$ cat src/rtl/seg_scan_driver.sv
// seg_scan_driver: time-multiplexed seven-segment scanner with a frame-synchronous double buffer.
// Define SEG_SCAN_LZ_BLANK_EN to blank leading zero digits.
module seg_scan_driver #(
  parameter int CLOCK_FREQ = 50000000,
  parameter int SCAN_FREQ = 1000,
  parameter int NUM_DIGITS = 8,
  parameter int BLANK_CYCLES = 16,
  parameter int SEG_ACTIVE_LOW = 0,
  parameter int DIG_ACTIVE_LOW = 1
) (
  input  logic                    clk,
  input  logic                    rst,
  input  logic [4*NUM_DIGITS-1:0] bcd_in,
  input  logic [NUM_DIGITS-1:0]   dp_in,
  input  logic                    load,
  output logic                    frame_done,
  output logic [7:0]              seg,
  output logic [NUM_DIGITS-1:0]   dig_sel
);
  localparam int DWELL = CLOCK_FREQ / SCAN_FREQ;
  localparam int CW = $clog2(DWELL + 1);
  localparam int IW = NUM_DIGITS > 1 ? $clog2(NUM_DIGITS) : 1;
  localparam logic [CW-1:0] DWELL_LAST = CW'(DWELL - 1);
  localparam logic [CW-1:0] BLANK_LAST = CW'(BLANK_CYCLES > 0 ? BLANK_CYCLES - 1 : 0);
  localparam logic [IW-1:0] IDX_LAST = IW'(NUM_DIGITS - 1);
  localparam logic [7:0] SEG_OFF = SEG_ACTIVE_LOW != 0 ? 8'hFF : 8'h00;
  localparam logic [NUM_DIGITS-1:0] DIG_OFF = DIG_ACTIVE_LOW != 0 ? {NUM_DIGITS{1'b1}} : {NUM_DIGITS{1'b0}};
  localparam logic [NUM_DIGITS-1:0] ONE = 1;
  typedef enum logic {BLANK, SHOW} state_t;
  localparam state_t SLOT_START = BLANK_CYCLES == 0 ? SHOW : BLANK;
  state_t state_q, state_d;
  logic [CW-1:0] cnt_q, cnt_d;
  logic [IW-1:0] idx_q, idx_d;
  logic [4*NUM_DIGITS-1:0] pend_bcd_q, pend_bcd_d, act_bcd_q, act_bcd_d;
  logic [NUM_DIGITS-1:0] pend_dp_q, pend_dp_d, act_dp_q, act_dp_d;
  logic pend_flag_q, pend_flag_d;
  logic [7:0] seg_q, seg_d;
  logic [NUM_DIGITS-1:0] dig_q, dig_d;
  logic done_q, done_d;
  logic [NUM_DIGITS-1:0] lz;
  logic wrap, show;
  logic [3:0] code;
  logic [7:0] lit;

  function automatic logic [6:0] decode(input logic [3:0] c);
    case (c)
      4'd0: decode = 7'b0111111;
      4'd1: decode = 7'b0000110;
      4'd2: decode = 7'b1011011;
      4'd3: decode = 7'b1001111;
      4'd4: decode = 7'b1100110;
      4'd5: decode = 7'b1101101;
      4'd6: decode = 7'b1111101;
      4'd7: decode = 7'b0000111;
      4'd8: decode = 7'b1111111;
      4'd9: decode = 7'b1101111;
      4'hA: decode = 7'b1000000;
      default: decode = 7'b0000000;
    endcase
  endfunction

`ifdef SEG_SCAN_LZ_BLANK_EN
  logic run;
  // Blanking run starts at the leftmost digit and stops at the first significant one.
  always_comb begin
    lz = '0;
    run = 1'b1;
    for (int i = NUM_DIGITS - 1; i > 0; i--) begin
      run = run & (act_bcd_q[4*i +: 4] == 4'd0) & ~act_dp_q[i];
      lz[i] = run;
    end
  end
`else
  assign lz = '0;
`endif

  always_comb begin
    show = state_q == SHOW;
    wrap = show && cnt_q == DWELL_LAST && idx_q == IDX_LAST;
    state_d = state_q;
    cnt_d = cnt_q + 1'b1;
    idx_d = idx_q;
    if (!show) begin
      if (cnt_q == BLANK_LAST) state_d = SHOW;
    end else if (cnt_q == DWELL_LAST) begin
      cnt_d = '0;
      idx_d = idx_q == IDX_LAST ? '0 : idx_q + 1'b1;
      state_d = SLOT_START;
    end
    // A load on the wrap edge keeps the flag set so the new data commits next frame.
    pend_bcd_d = load ? bcd_in : pend_bcd_q;
    pend_dp_d = load ? dp_in : pend_dp_q;
    pend_flag_d = load | (pend_flag_q & ~wrap);
    act_bcd_d = wrap && pend_flag_q ? pend_bcd_q : act_bcd_q;
    act_dp_d = wrap && pend_flag_q ? pend_dp_q : act_dp_q;
    code = act_bcd_q[{idx_q, 2'b00} +: 4];
    lit = lz[idx_q] ? 8'h00 : {act_dp_q[idx_q], decode(code)};
    seg_d = show ? lit ^ SEG_OFF : SEG_OFF;
    dig_d = show ? (ONE << idx_q) ^ DIG_OFF : DIG_OFF;
    done_d = wrap;
  end

  always_ff @(posedge clk or posedge rst) begin
    if (rst) begin
      state_q <= SLOT_START;
      cnt_q <= '0;
      idx_q <= '0;
      pend_bcd_q <= '0;
      pend_dp_q <= '0;
      pend_flag_q <= 1'b0;
      act_bcd_q <= '0;
      act_dp_q <= '0;
      seg_q <= SEG_OFF;
      dig_q <= DIG_OFF;
      done_q <= 1'b0;
    end else begin
      state_q <= state_d;
      cnt_q <= cnt_d;
      idx_q <= idx_d;
      pend_bcd_q <= pend_bcd_d;
      pend_dp_q <= pend_dp_d;
      pend_flag_q <= pend_flag_d;
      act_bcd_q <= act_bcd_d;
      act_dp_q <= act_dp_d;
      seg_q <= seg_d;
      dig_q <= dig_d;
      done_q <= done_d;
    end
  end

  assign seg = seg_q;
  assign dig_sel = dig_q;
  assign frame_done = done_q;
endmodule

$ cat config.mk
export PLATFORM = sky130hd
export DESIGN_NAME = seg_scan_driver
export DESIGN_NICKNAME = d
export VERILOG_FILES = /design/src/rtl/seg_scan_driver.sv
export SDC_FILE = /design/constraint.sdc
export NUM_CORES = 1
export LEC_CHECK = 0
export BUFFER_PORTS_ARGS = -buffer_cell sky130_fd_sc_hd__buf_2
export CORE_ASPECT_RATIO = 0.7
export CORE_MARGIN = 5
export CORE_UTILIZATION = 44
export DETAILED_ROUTE_END_ITERATION = 10
export HOLD_SLACK_MARGIN = 0.12
export PLACE_DENSITY = 0.71
export RECOVER_POWER = 50
export SYNTH_ARGS = -nofsm -noshare
export SYNTH_HDL_FRONTEND = slang
export SYNTH_SLANG_ARGS = --single-unit
$ cat constraint.sdc
create_clock -name clk -period 4.3 [get_ports clk]
set_input_delay 0.645 -clock clk [delete_from_list [all_inputs] [get_ports clk]]
set_output_delay 0.645 -clock clk [all_outputs]
set_load 0.02 [all_outputs]
Yosys cells after proc, flatten, opt, wreduce, memory -nomap -nowiden --
Memories as Yosys holds them, arrays and structs flattened. Index checks and enable logic that the tools add are counted.
Storage, ports and cells: flip-flop bits (word level) 118, memory bits (read-only) 120, bits of input ports 43, output and inout port bits 17, logic and storage cells 41, memories kept 2
Memory list:
- (no name shown) | depth 16, width 7, rd ports 1, clocked after memory_dff 0, wr ports 0, line 46 | case (c)
- (no name shown) | depth 8, width 1, rd ports 1, clocked after memory_dff 0, wr ports 0, line 97 | lit = lz[idx_q] ? 8'h00 : {act_dp_q[idx_q], decode(code)};
Cells by class: add/sub/neg operators 2, $lt $le $gt $ge 1, eq/ne operators 3, shift-type cells 2, mux-type cells 12, bitwise gates (word level) 4, reductions and logical operators 4
Operators by type and width (number):
- two-way mux 16 bit | 2
- variable part select 32 x 6 -> 4 bit | 1
- two-way mux 8 bit | 3
- adder 16 x 1 -> 16 bit (second input constant) | 1
- == test 16 bit (second input constant) | 1
- == test 16 x 4 -> 1 bit (second input constant) | 1
- inverter 8 bit | 1
- << shifter 1 x 3 -> 8 bit (first input constant) | 1
- two-way mux 1 bit | 5
- < comparator 3 x 4 -> 1 bit (second input constant) | 1
- adder 3 x 1 -> 3 bit (second input constant) | 1
- binary-select mux 1 bit (select 3 bit) | 1
- == test 3 bit (second input constant) | 1
- logical AND 1 bit | 3
- two-way mux 3 bit | 1
- AND reduction 2 bit | 1
- AND 1 bit | 1
- inverter 1 bit | 1
- bitwise OR 1 bit | 1

Logic depth before layout (Yosys ltp) --
Gate-level depths: netlist of the first run.
depth after elaboration 6, depth in mapped cells 9, depth with buffers taken out 8

Worst setup path before layout of the first run --
No wires, ideal clock.
path kind reg2reg, from register idx_q[0], to register seg_q[1], in the netlist seg[1], setup time 0.084 ns, data arrival time 2.158 ns, data required time 4.216 ns, setup slack 2.058 ns, stages on the path, launching flop included 9, buffers on the path 1, clock period less this slack 2.242 ns, cell sequence dfrtp_1 buf_2 mux4_2 mux2_2 inv_1 ha_1 inv_1 o21ai_0 a21boi_0
On the way: longest elaborated chain between the ends 4, elaborated cells between the ends (all ways) 6, those cells by class shift (1); mux (3); memory (2)
RTL lines:
- start, declared | line 33 | logic [IW-1:0] idx_q, idx_d;
- start signal, assigned | line 119 | idx_q <= idx_d;
- variable part select 32 x 6 -> 4 bit / memory read (8 x 1 bit) (equally long branches)
- memory read (16 x 7 bit) / two-way mux 1 bit (equally long branches)
- two-way mux 8 bit * | line 97
- two-way mux 8 bit * | line 98 | seg_d = show ? lit ^ SEG_OFF : SEG_OFF;
- named net seg_d[1] | line 37 | logic [7:0] seg_q, seg_d;
- end signal, assigned | line 125 | seg_q <= seg_d;
- end, declared | line 37
The timed path passes the listed nets; every way through them passes the cells marked *. The select of a mux whose other input is x is not followed. A chain may end at the register's enable or synchronous reset.

Worst setup path in the final report of the first run --
from register idx_q[0], to register act_bcd_q[27]
On the way: longest elaborated chain between the ends 3
RTL lines:
- == test 3 bit | line 79 | wrap = show && cnt_q == DWELL_LAST && idx_q == IDX_LAST;
- logical AND 1 bit | line 79
- logical AND 1 bit | line 94 | act_bcd_d = wrap && pend_flag_q ? pend_bcd_q : act_bcd_q;
- end signal, assigned | line 123 | act_bcd_q <= act_bcd_d;
- end, declared | line 34 | logic [4*NUM_DIGITS-1:0] pend_bcd_q, pend_bcd_d, act_bcd_q, act_bcd_d;
Every way passes these cells.

==> results of run 1 <==
[registers in the layout, summed over array words and instances, names as in the netlist]
name / cells
pend_bcd_q: 32
frame_done: 1
pend_dp_q: 8
pend_flag_q: 1
show: 1
act_dp_q: 8
act_bcd_q: 32
cnt_q: 16
seg: 8
dig_sel: 8
idx_q: 3
[area by class of cell]
type	count	area, sq um
multi-input combinational	207	1950
fill	892	4950
clock inverter	12	223
clock buffer	20	467
sequential	118	2960
timing repair buffer	60	300
tap	153	191
inverter	11	43.8
[placed cells by master (no fill, tap or decap), drive strengths merged, types with 4 or more instances in the layout]
cell,n
xor2,8
clkbuf,22
nand4,6
nor2,15
ha,12
nand2,14
xnor2,5
mux2,83
nand3,13
inv,10
o21ai,6
buf,58
a21oi,4
dfrtp,110
dfstp,8
clkinv,5
bufinv,6
mux4,10
[final timing paths]
path,startpoint,endpoint,slack (ns)
max,idx_q[0]$_DFFE_PP0P_,act_bcd_q[27]$_DFFE_PP0P_,1.59
max in group asynchronous,rst,act_bcd_q[15]$_DFFE_PP0P_,2.80
max reg2reg,idx_q[0]$_DFFE_PP0P_,act_bcd_q[27]$_DFFE_PP0P_,1.59
min reg2reg,cnt_q[10]$_DFF_PP0_,cnt_q[10]$_DFF_PP0_,0.49
min in group asynchronous,rst,pend_bcd_q[23]$_DFFE_PP0P_,0.51
min,bcd_in[7],pend_bcd_q[7]$_DFFE_PP0P_,0.47
[cell usage after synthesis, types with 2 or more instances]
master	n	area share, %
dfrtp_1	110	55
mux2_2	83	19
nor2_1	15	1.1
nand2_1	14	1.0
nand3_1	13	1.3
ha_1	12	3.0
inv_1	10	0.74
mux4_2	10	4.5
dfstp_2	8	4.2
xor2_1	8	1.4
clkbuf_1	7	0.52
o21ai_0	6	0.60
nand4_1	5	0.62
xnor2_1	5	0.87
a21oi_1	4	0.40
buf_6	4	0.89
a21boi_0	3	0.45
nor2b_1	3	0.37
o2bb2ai_1	3	0.52
or3_1	3	0.37
and2_1	2	0.25
buf_2	2	0.20
mux2i_2	2	0.55
nor3_1	2	0.20
or4_1	2	0.30
[per-layer routing]
metal / global-route usage (%) / vias to the layer above / wire [microns] / part of all wire (%)
li1: - / 1375 / - / -
met1: 21.5 / 1466 / 4660 / 49
met2: 22.1 / 60 / 4230 / 45
met5: 0 / - / 0 / 0
met4: 5.47 / 0 / 120 / 1.3
met3: 5.66 / 11 / 490 / 5.2
[power groups by stage]
| stage | clock (mW) | sequential (mW) | combinational (mW) |
|---|---|---|---|
| after floorplan | 0 | 1.18 | 0.0620 |
| after global placement | 0 | 1.19 | 0.0881 |
| after global routing | 1.71 | 1.18 | 0.104 |
| final | 1.62 | 1.17 | 0.0910 |
| after CTS | 1.65 | 1.17 | 0.0937 |
| after detailed placement | 0 | 1.19 | 0.0929 |
[logic make-up after synthesis]
kind of cell,count (synthesis),share of synthesized area (%)
flops,118,58.8
xor+xnor,13,2.26
buf+inv,25,2.51
compound gates,20,2.53
mux,96,23.8
simple gates,66,7.20
fa+ha+maj,12,2.98
[through the flow]
| stage | total power [mW] | utilization [%] | setup slack, ns | instance area [sq um] |
|---|---|---|---|---|
| 2_1_floorplan | 1.24 | - | 0.539 | 5040 |
| 3_3_place_gp | 1.28 | 49.2 | 1.64 | 5450 |
| 3_5_place_dp | 1.29 | 49.2 | 1.55 | 5450 |
| 4_1_cts | 2.92 | 55.4 | 1.55 | 6140 |
| 5_1_grt | 2.99 | 55.4 | 1.35 | 6140 |
| 6_report | 2.88 | 55.4 | 1.59 | 6140 |
==> impl_metrics.ini, run 1 <==
[cells_and_area]
area_delta_synth_final_pct = 21.8
drive_gt1_share_pct = 46.3
fin_nets = 470
fin_cells = 581
antenna_cells = 0

[clock_network]
clk_pin_slew_worst_paths_ns = 0.05
post_cts_buffers = 0
cts_tree = yes
root_buffer = clkbuf_16
cts_resized = 0
clk_latency_ns = 0.41
cts_made_buffers = 17
cts_hold_buf = 0
cts_max_path_buffers = 2
clock_sinks = 118
htreeDepth = 4

[timing]
skew_ns = 0.00845
fmaxAchievable_mhz = 370
finalHoldWorstSlack_ns = 0.466
maxSlewHeadroom_pct = -49.7
finalCriticalPeriod_ns = 2.71
setup_violations = 0
rsz0062_at_grt = false
worst_pin_slew_ns = 2.24
drv_slew = 42
setup_tns_ns = 0
fin_crit_sh_pct = 62.9
hold_viol_final = 0

[setup_path]
crit_chain = ha_1, ha_1, nand4_4, mux2_2
slowest_stage = dfrtp_1
crit_required_ns = 4.59
ff2ff_path_depth = 4
path_depth = 4
endpoint_kind = flip-flop
slowest_delay_ns = 0.86
path_max_fanout = 40
cpLargestDelayFamily = flip-flops
path_common_cell = ha_1
crit_arrival_ns = 2.99
start_kind = flip-flop
path_buf_inv = 0
worst-setup-path-type = flip-flop to flip-flop

[power_and_ir_drop]
p_switching_uw = 550
seqPwrFrac_pct = 40.7
power_density_nw_per_um2 = 469
irDropWorstVdd_uv = 281
switching_share_pct = 19.1
combinationalPowerShare_pct = 3.2
pwr-share-clk_pct = 56.1
p_leak_nw = 2.83
internal_power_mw = 2.33

[detailed_routing]
drc = 0
vias_per_cell = 5.01
wl_microns = 9500
dr_total_vias = 2912
drtIter0Drc = 172
first_pass_iters = 4
wl_per_cell_microns = 16.3
detail-route-antenna-nets = 0

[place]
dp_cells = 549
port_buffers = 59
hpwl_microns = 6400
finalWeightedCongestion = 0.799

[die]
die_x_microns = 138
die_area_sq_um = 13700
core.rowCount = 32
start_util_pct = 45.5
core-area_sq_um = 11100
dieHeight_microns = 99.6
io_pins = 60

[logic_synthesis]
synthArstFlopShare_pct = 100
synth_nets = 405
syn_inst = 350
syn_area_sq_um = 5040
ys_types = 39
yosysSeqAreaShare_pct = 58.8
synth-edff-count = 0
synth_top_flop_cell = dfrtp_1
synth_warnings = 0
syn_area_per_cell_sq_um = 14.4
synth-seq-cells = 118

[global_routing]
grt_max_degree = 93
grt_pass1_wl_microns = 16100
antenna_found_initial = 0
grt_pass1_vias = 3150
grt_usage_pct = 15.4
globalRouteOverflowTotal = 0

[min_path]
hold-path-cell-count = 2
hold_class = input port to flip-flop

[status]
violations = capacitance limit, slew limit
status = finished with violations

[job]
drv_cap = 1
Note: power is estimated with default switching activity, not from simulation.
==> run 2, diff against run 1 <==
- clock period: 4.3 -> 2.7 ns (I/O delays scaled with it)
==> impl_metrics.ini, run 2 (synthesis gave the netlist of run 1 again) <==
[detailed_routing]
vias_per_cell = 5.02
detail-route-antenna-nets = 0
drtIter0Drc = 193
first_pass_iters = 4
dr_total_vias = 2945
drc = 0
wl_per_cell_microns = 16.6
wl_microns = 9730

[setup_path]
worst-setup-path-type = flip-flop to flip-flop
start_kind = flip-flop
crit_required_ns = 3.01
endpoint_kind = flip-flop
crit_arrival_ns = 2.58
path_max_fanout = 7

[global_routing]
grt_pass1_wl_microns = 16200
globalRouteOverflowTotal = 0
grtUsageMet1_pct = 22.4
grt_pass1_vias = 3121
met2_usage_pct = 22.2
grt_util_met3_pct = 3.79
grt_max_degree = 58
antenna_found_initial = 0
grt_usage_pct = 15.4
grt.busiest_layer = met1

[timing]
setup_violations = 0
maxSlewHeadroom_pct = 11.5
setup_tns_ns = 0
finalCriticalPeriod_ns = 2.27
hold_viol_final = 0
fmaxAchievable_mhz = 441
rsz0062_at_grt = false
drv_slew = 0
skew_ns = 0.00585
finalHoldWorstSlack_ns = 0.229
worst_pin_slew_ns = 1.32
fin_crit_sh_pct = 84.0

[clock_network]
clk_latency_ns = 0.40
cts_resized = 0
cts_made_buffers = 17
htreeDepth = 4
cts_hold_buf = 1
cts_max_path_buffers = 2
clk_pin_slew_worst_paths_ns = 0.05
root_buffer = clkbuf_16
post_cts_buffers = 0
clock_sinks = 118
cts_tree = yes

[place]
port_buffers = 59
finalWeightedCongestion = 0.751
hpwl_microns = 6740

[cells_and_area]
reg_top3 = act_bcd_q (32), pend_bcd_q (32), cnt_q (16)
antenna_cells = 0
post-route-util_pct = 55.2
area_delta_synth_final_pct = 21.4
final_common_cell = dfrtp_1
fin_nets = 476
final_cell_mix = 110 x dfrtp_1, 83 x mux2_2, 43 x buf_2, 17 x clkbuf_16, 16 x clkbuf_1
drive_gt1_share_pct = 43.5

[die]
core.rowCount = 32
dieHeight_microns = 99.6
start_util_pct = 45.5
io_pins = 60
die_area_sq_um = 13700
die_x_microns = 138
core-area_sq_um = 11100

[job]
drv_cap = 0

[min_path]
hold_class = input port to flip-flop

[power_and_ir_drop]
p_leak_nw = 2.80
power_density_nw_per_um2 = 716
irDropWorstVdd_uv = 504

[status]
status = completed
run 2: changes by cell type in the layout (fill, tap and decap cells not counted), sizes merged:
cell         before  now
clkinv            5    6
inv              10    9
bufinv            6    4
clkinvlp          2    5
dlygate4sd3       0    1
clkbuf           22   36
buf              58   48
run 2: final timing paths:
| path | startpoint | slack [ns] | cells past startpoint | end |
|---|---|---|---|---|
| worst max-delay path | idx_q[1]$_DFFE_PP0P_ | 0.43 | 7 | seg[3]$_DFF_PP0_ |
| worst min-delay path | bcd_in[30] | 0.23 | 2 | pend_bcd_q[30]$_DFFE_PP0P_ |
| worst max register to register | idx_q[1]$_DFFE_PP0P_ | 0.43 | 7 | seg[3]$_DFF_PP0_ |
| worst min register to register | act_bcd_q[25]$_DFFE_PP0P_ | 0.50 | 1 | act_bcd_q[25]$_DFFE_PP0P_ |
| max in group asynchronous | rst | 0.93 | 4 | pend_bcd_q[26]$_DFFE_PP0P_ |
| min in group asynchronous | rst | 0.83 | 3 | cnt_q[0]$_DFF_PP0_ |
run 2: worst max-delay path: stages (launching register included):
cell       delay (ns)
dfrtp_1          0.57
clkinv_1         0.36
mux2_2           0.41
inv_1            0.10
ha_1             0.28
inv_1            0.04
mux2_2           0.26
o2bb2ai_1        0.15
run 2: layer usage:
metal / routed length, microns / up-vias
met5: 0 / -
met4: 162 / 0
met3: 536 / 19
met2: 4290 / 75
met1: 4740 / 1465
li1: - / 1386
run 2: power breakdown:
| group | total, mW | switching (mW) | internal, mW |
|---|---|---|---|
| combinational | 0.149 | 0.0681 | 0.0809 |
| clock | 2.36 | 0.777 | 1.59 |
| sequential | 1.87 | 0.0403 | 1.83 |
run 2: layout make-up:
cell class / instances / area, sq um
clock buffer: 19 / 453
clock inverter: 13 / 179
fill: 937 / 4970
inverter: 11 / 42.5
multi-input combinational: 207 / 1950
sequential: 118 / 2960
tap: 153 / 191
timing repair buffer: 66 / 340
run 2: through the flow:
| step | total power [mW] | setup WS (ns) | instance area, sq um | std cells |
|---|---|---|---|---|
| final | 4.38 | 0.432 | 6120 | 587 |
| after global routing | 4.53 | 0.319 | 6120 | 587 |
| after CTS | 4.43 | 0.444 | 6150 | 587 |
| after detailed placement | 2.06 | 0.467 | 5500 | 554 |
| after global placement | 2.05 | 0.445 | 5500 | 554 |
| after floorplan | 1.98 | 0.458 | 5040 | 350 |
==> run 3, diff against run 2 <==
- ABC_AREA: unset -> 1
- PLACE_DENSITY: 0.71 -> 0.73
- clock period: 2.7 -> 2 ns (I/O delays scaled with it)
==> impl_metrics.ini, run 3 <==
[power_and_ir_drop]
seqPwrFrac_pct = 42.8
power_density_nw_per_um2 = 843
pwr-share-clk_pct = 52.3
combinationalPowerShare_pct = 4.9
p_switching_mw = 1.21
irDropWorstVdd_uv = 610
p_leak_nw = 3.38
p_total_mw = 5.80
switching_share_pct = 20.9
internal_power_mw = 4.59

[clock_network]
root_buffer = clkbuf_16
cts_tree = yes
cts_max_path_buffers = 2
clk_pin_slew_worst_paths_ns = 0.05
clk_latency_ns = 0.41
cts_made_buffers = 17
htreeDepth = 4
clock_sinks = 118

[logic_synthesis]
netlist_top_cells_area = dfrtp_1 51%, nand2_1 11%, o21ai_2 6.5%, inv_1 5.9%, o21ai_0 5.1%
synth_top_area_share_pct = 51.1
synth-seq-cells = 118
synth_top_flop_cell = dfrtp_1
synth_warnings = 0
synth_nets = 655
synth-edff-count = 0
syn_inst = 600
synth_common_cells = 165 x nand2_1, 110 x dfrtp_1, 84 x inv_1, 55 x o21ai_0, 41 x nor2_1
ys_types = 30
post-synth-top-count-cell = nand2_1
yosysSeqAreaShare_pct = 55.0
synthArstFlopShare_pct = 100
syn_area_per_cell_sq_um = 8.98
syn_area_sq_um = 5390
yosys.area.top_type = dfrtp_1

[die]
die_area_sq_um = 14600
die_x_microns = 142
core.rowCount = 33
dieHeight_microns = 103
io_pins = 60
core-area_sq_um = 11900
start_util_pct = 45.5

[timing]
worst_slack_ns = 0.125
rsz0062_at_grt = true
worst_pin_slew_ns = 0.961
fin_crit_sh_pct = 93.7
hold_viol_final = 0
setup_tns_ns = 0
skew_ns = 0.00827
setup_violations = 0
fmaxAchievable_mhz = 533
drv_slew = 0
maxSlewHeadroom_pct = 36.0
finalCriticalPeriod_ns = 1.87

[global_routing]
grt_pass1_vias = 4081
grt_max_degree = 73
grt_usage_pct = 16.7
antenna_found_initial = 0
grt_pass1_wl_microns = 19300
globalRouteOverflowTotal = 0

[detailed_routing]
detail-route-antenna-nets = 0
drc = 0
wl_per_cell_microns = 12.9
vias_per_cell = 4.70
wl_microns = 11300
first_pass_iters = 4
dr_total_vias = 4133
drtIter0Drc = 237

[status]
status = completed

[min_path]
whs_endpoint = act_dp_q[6]$_DFFE_PP0P_
hold-path-cell-count = 2
hp-start = act_dp_q[6]$_DFFE_PP0P_
hold_class = flip-flop to flip-flop

[setup_path]
rr_startpoint = idx_q[0]$_DFFE_PP0P_
ff2ff_path_depth = 11
crit_arrival_ns = 2.21
start_kind = flip-flop
endpoint_kind = flip-flop
rrSetupSlack_ns = 0.13
path_max_fanout = 8
r2r_end = seg[3]$_DFF_PP0_
crit_required_ns = 2.33
worst-setup-path-type = flip-flop to flip-flop

[cells_and_area]
drive_gt1_share_pct = 22.0
antenna_cells = 0
fin_cells = 879
fin_nets = 765
final_common_cell = nand2_1
reg_top3 = act_bcd_q (32), pend_bcd_q (32), cnt_q (16)
area_delta_synth_final_pct = 27.8
postLayoutCellArea_sq_um = 6890
final_cell_mix = 164 x nand2_1, 109 x dfrtp_1, 82 x inv_1, 54 x o21ai_0, 54 x buf_2

[place]
dpl_cell_area_sq_um = 5880
dp_cells = 804
hpwl_microns = 7820
finalWeightedCongestion = 0.844
port_buffers = 59
place_ws_ns = 0.118

[job]
drv_cap = 0
[run 3: cell count changes after synthesis, sizes merged, moves of 4 or more]
cell,change
o21ai,+89
mux4,-10
mux2,-83
inv,+75
o22ai,+4
buf,+9
nor2,+29
nand3,+8
nand2,+151
[run 3: layout make-up]
class | instances | area, sq um
clock inverters | 9 | 126
well taps | 157 | 196
fillers | 1006 | 4960
multi-input cells | 370 | 1930
clock buffers | 22 | 464
repair buffers | 117 | 877
inverters | 86 | 328
flip-flops and latches | 118 | 2960
[run 3: logic make-up (layout without fill, tap and decap cells)]
group	count (synthesis)	after routing	share of synthesized area, %
adders and majority gates	12	12	2.79
and+or+nand+nor	242	242	18.6
buffers and inverters	112	234	9.24
DFF	118	118	55.0
xor gates and xnor gates	9	9	1.46
AOI/OAI and AO/OA	107	107	12.9
[run 3: through the flow]
step | util, % | hold WS, ns
after floorplan | - | 0.417
after global placement | 49.6 | 0.300
after detailed placement | 49.6 | 0.320
after CTS | 58.0 | 0.312
after global routing | 58.1 | 0.511
final | 58.1 | 0.481
[run 3: power by group through the flow]
stage	Combinational, mW	Clock [mW]	Sequential (mW)
after global placement	0.226	0	2.52
after detailed placement	0.236	0	2.52
after CTS	0.298	3.09	2.48
after floorplan	0.143	0	2.52
final	0.287	3.03	2.48
after global routing	0.336	3.20	2.49
[run 3: worst max-delay path by stage]
stage | slack [ns] | cells after the start | from | end
after floorplan | 0.07 | 13 | idx_q[0]$_DFFE_PP0P_ | seg[3]$_DFF_PP0_
after global placement | 0.13 | 9 | idx_q[0]$_DFFE_PP0P_ | seg[2]$_DFF_PP0_
after detailed placement | 0.12 | 11 | idx_q[1]$_DFFE_PP0P_ | seg[3]$_DFF_PP0_
after CTS | 0.10 | 11 | idx_q[1]$_DFFE_PP0P_ | seg[3]$_DFF_PP0_
after global routing | -0.03 | 11 | idx_q[0]$_DFFE_PP0P_ | seg[3]$_DFF_PP0_
final | 0.13 | 11 | idx_q[0]$_DFFE_PP0P_ | seg[3]$_DFF_PP0_
[run 3: worst max-delay path: stages, from the launching register on]
cell     delay, ns
dfrtp_1       0.40
inv_1         0.18
o21ai_0       0.12
o22ai_1       0.11
inv_1         0.05
o21ai_1       0.21
inv_1         0.12
ha_1          0.28
inv_1         0.03
nor2_1        0.13
nor2_1        0.07
nor2_1        0.09
[run 3: timing repair]
action,CTS,global route
endpoints found under the hold margin,54,0
gates resized for setup,0,3
buffers inserted,0,3
hold buffers,41,0
endpoints found under the setup margin,0,5
[run 3: metal layers]
| metal | track usage, % | part of all wire [%] | up-vias | wire [microns] |
|---|---|---|---|---|
| met5 | 0 | 0 | - | 0 |
| met4 | 5.31 | 1.0 | 0 | 116 |
| met3 | 4.73 | 4.8 | 10 | 547 |
| met2 | 25.3 | 44 | 85 | 5010 |
| met1 | 23.5 | 50 | 1952 | 5680 |
| li1 | - | - | 2086 | - |
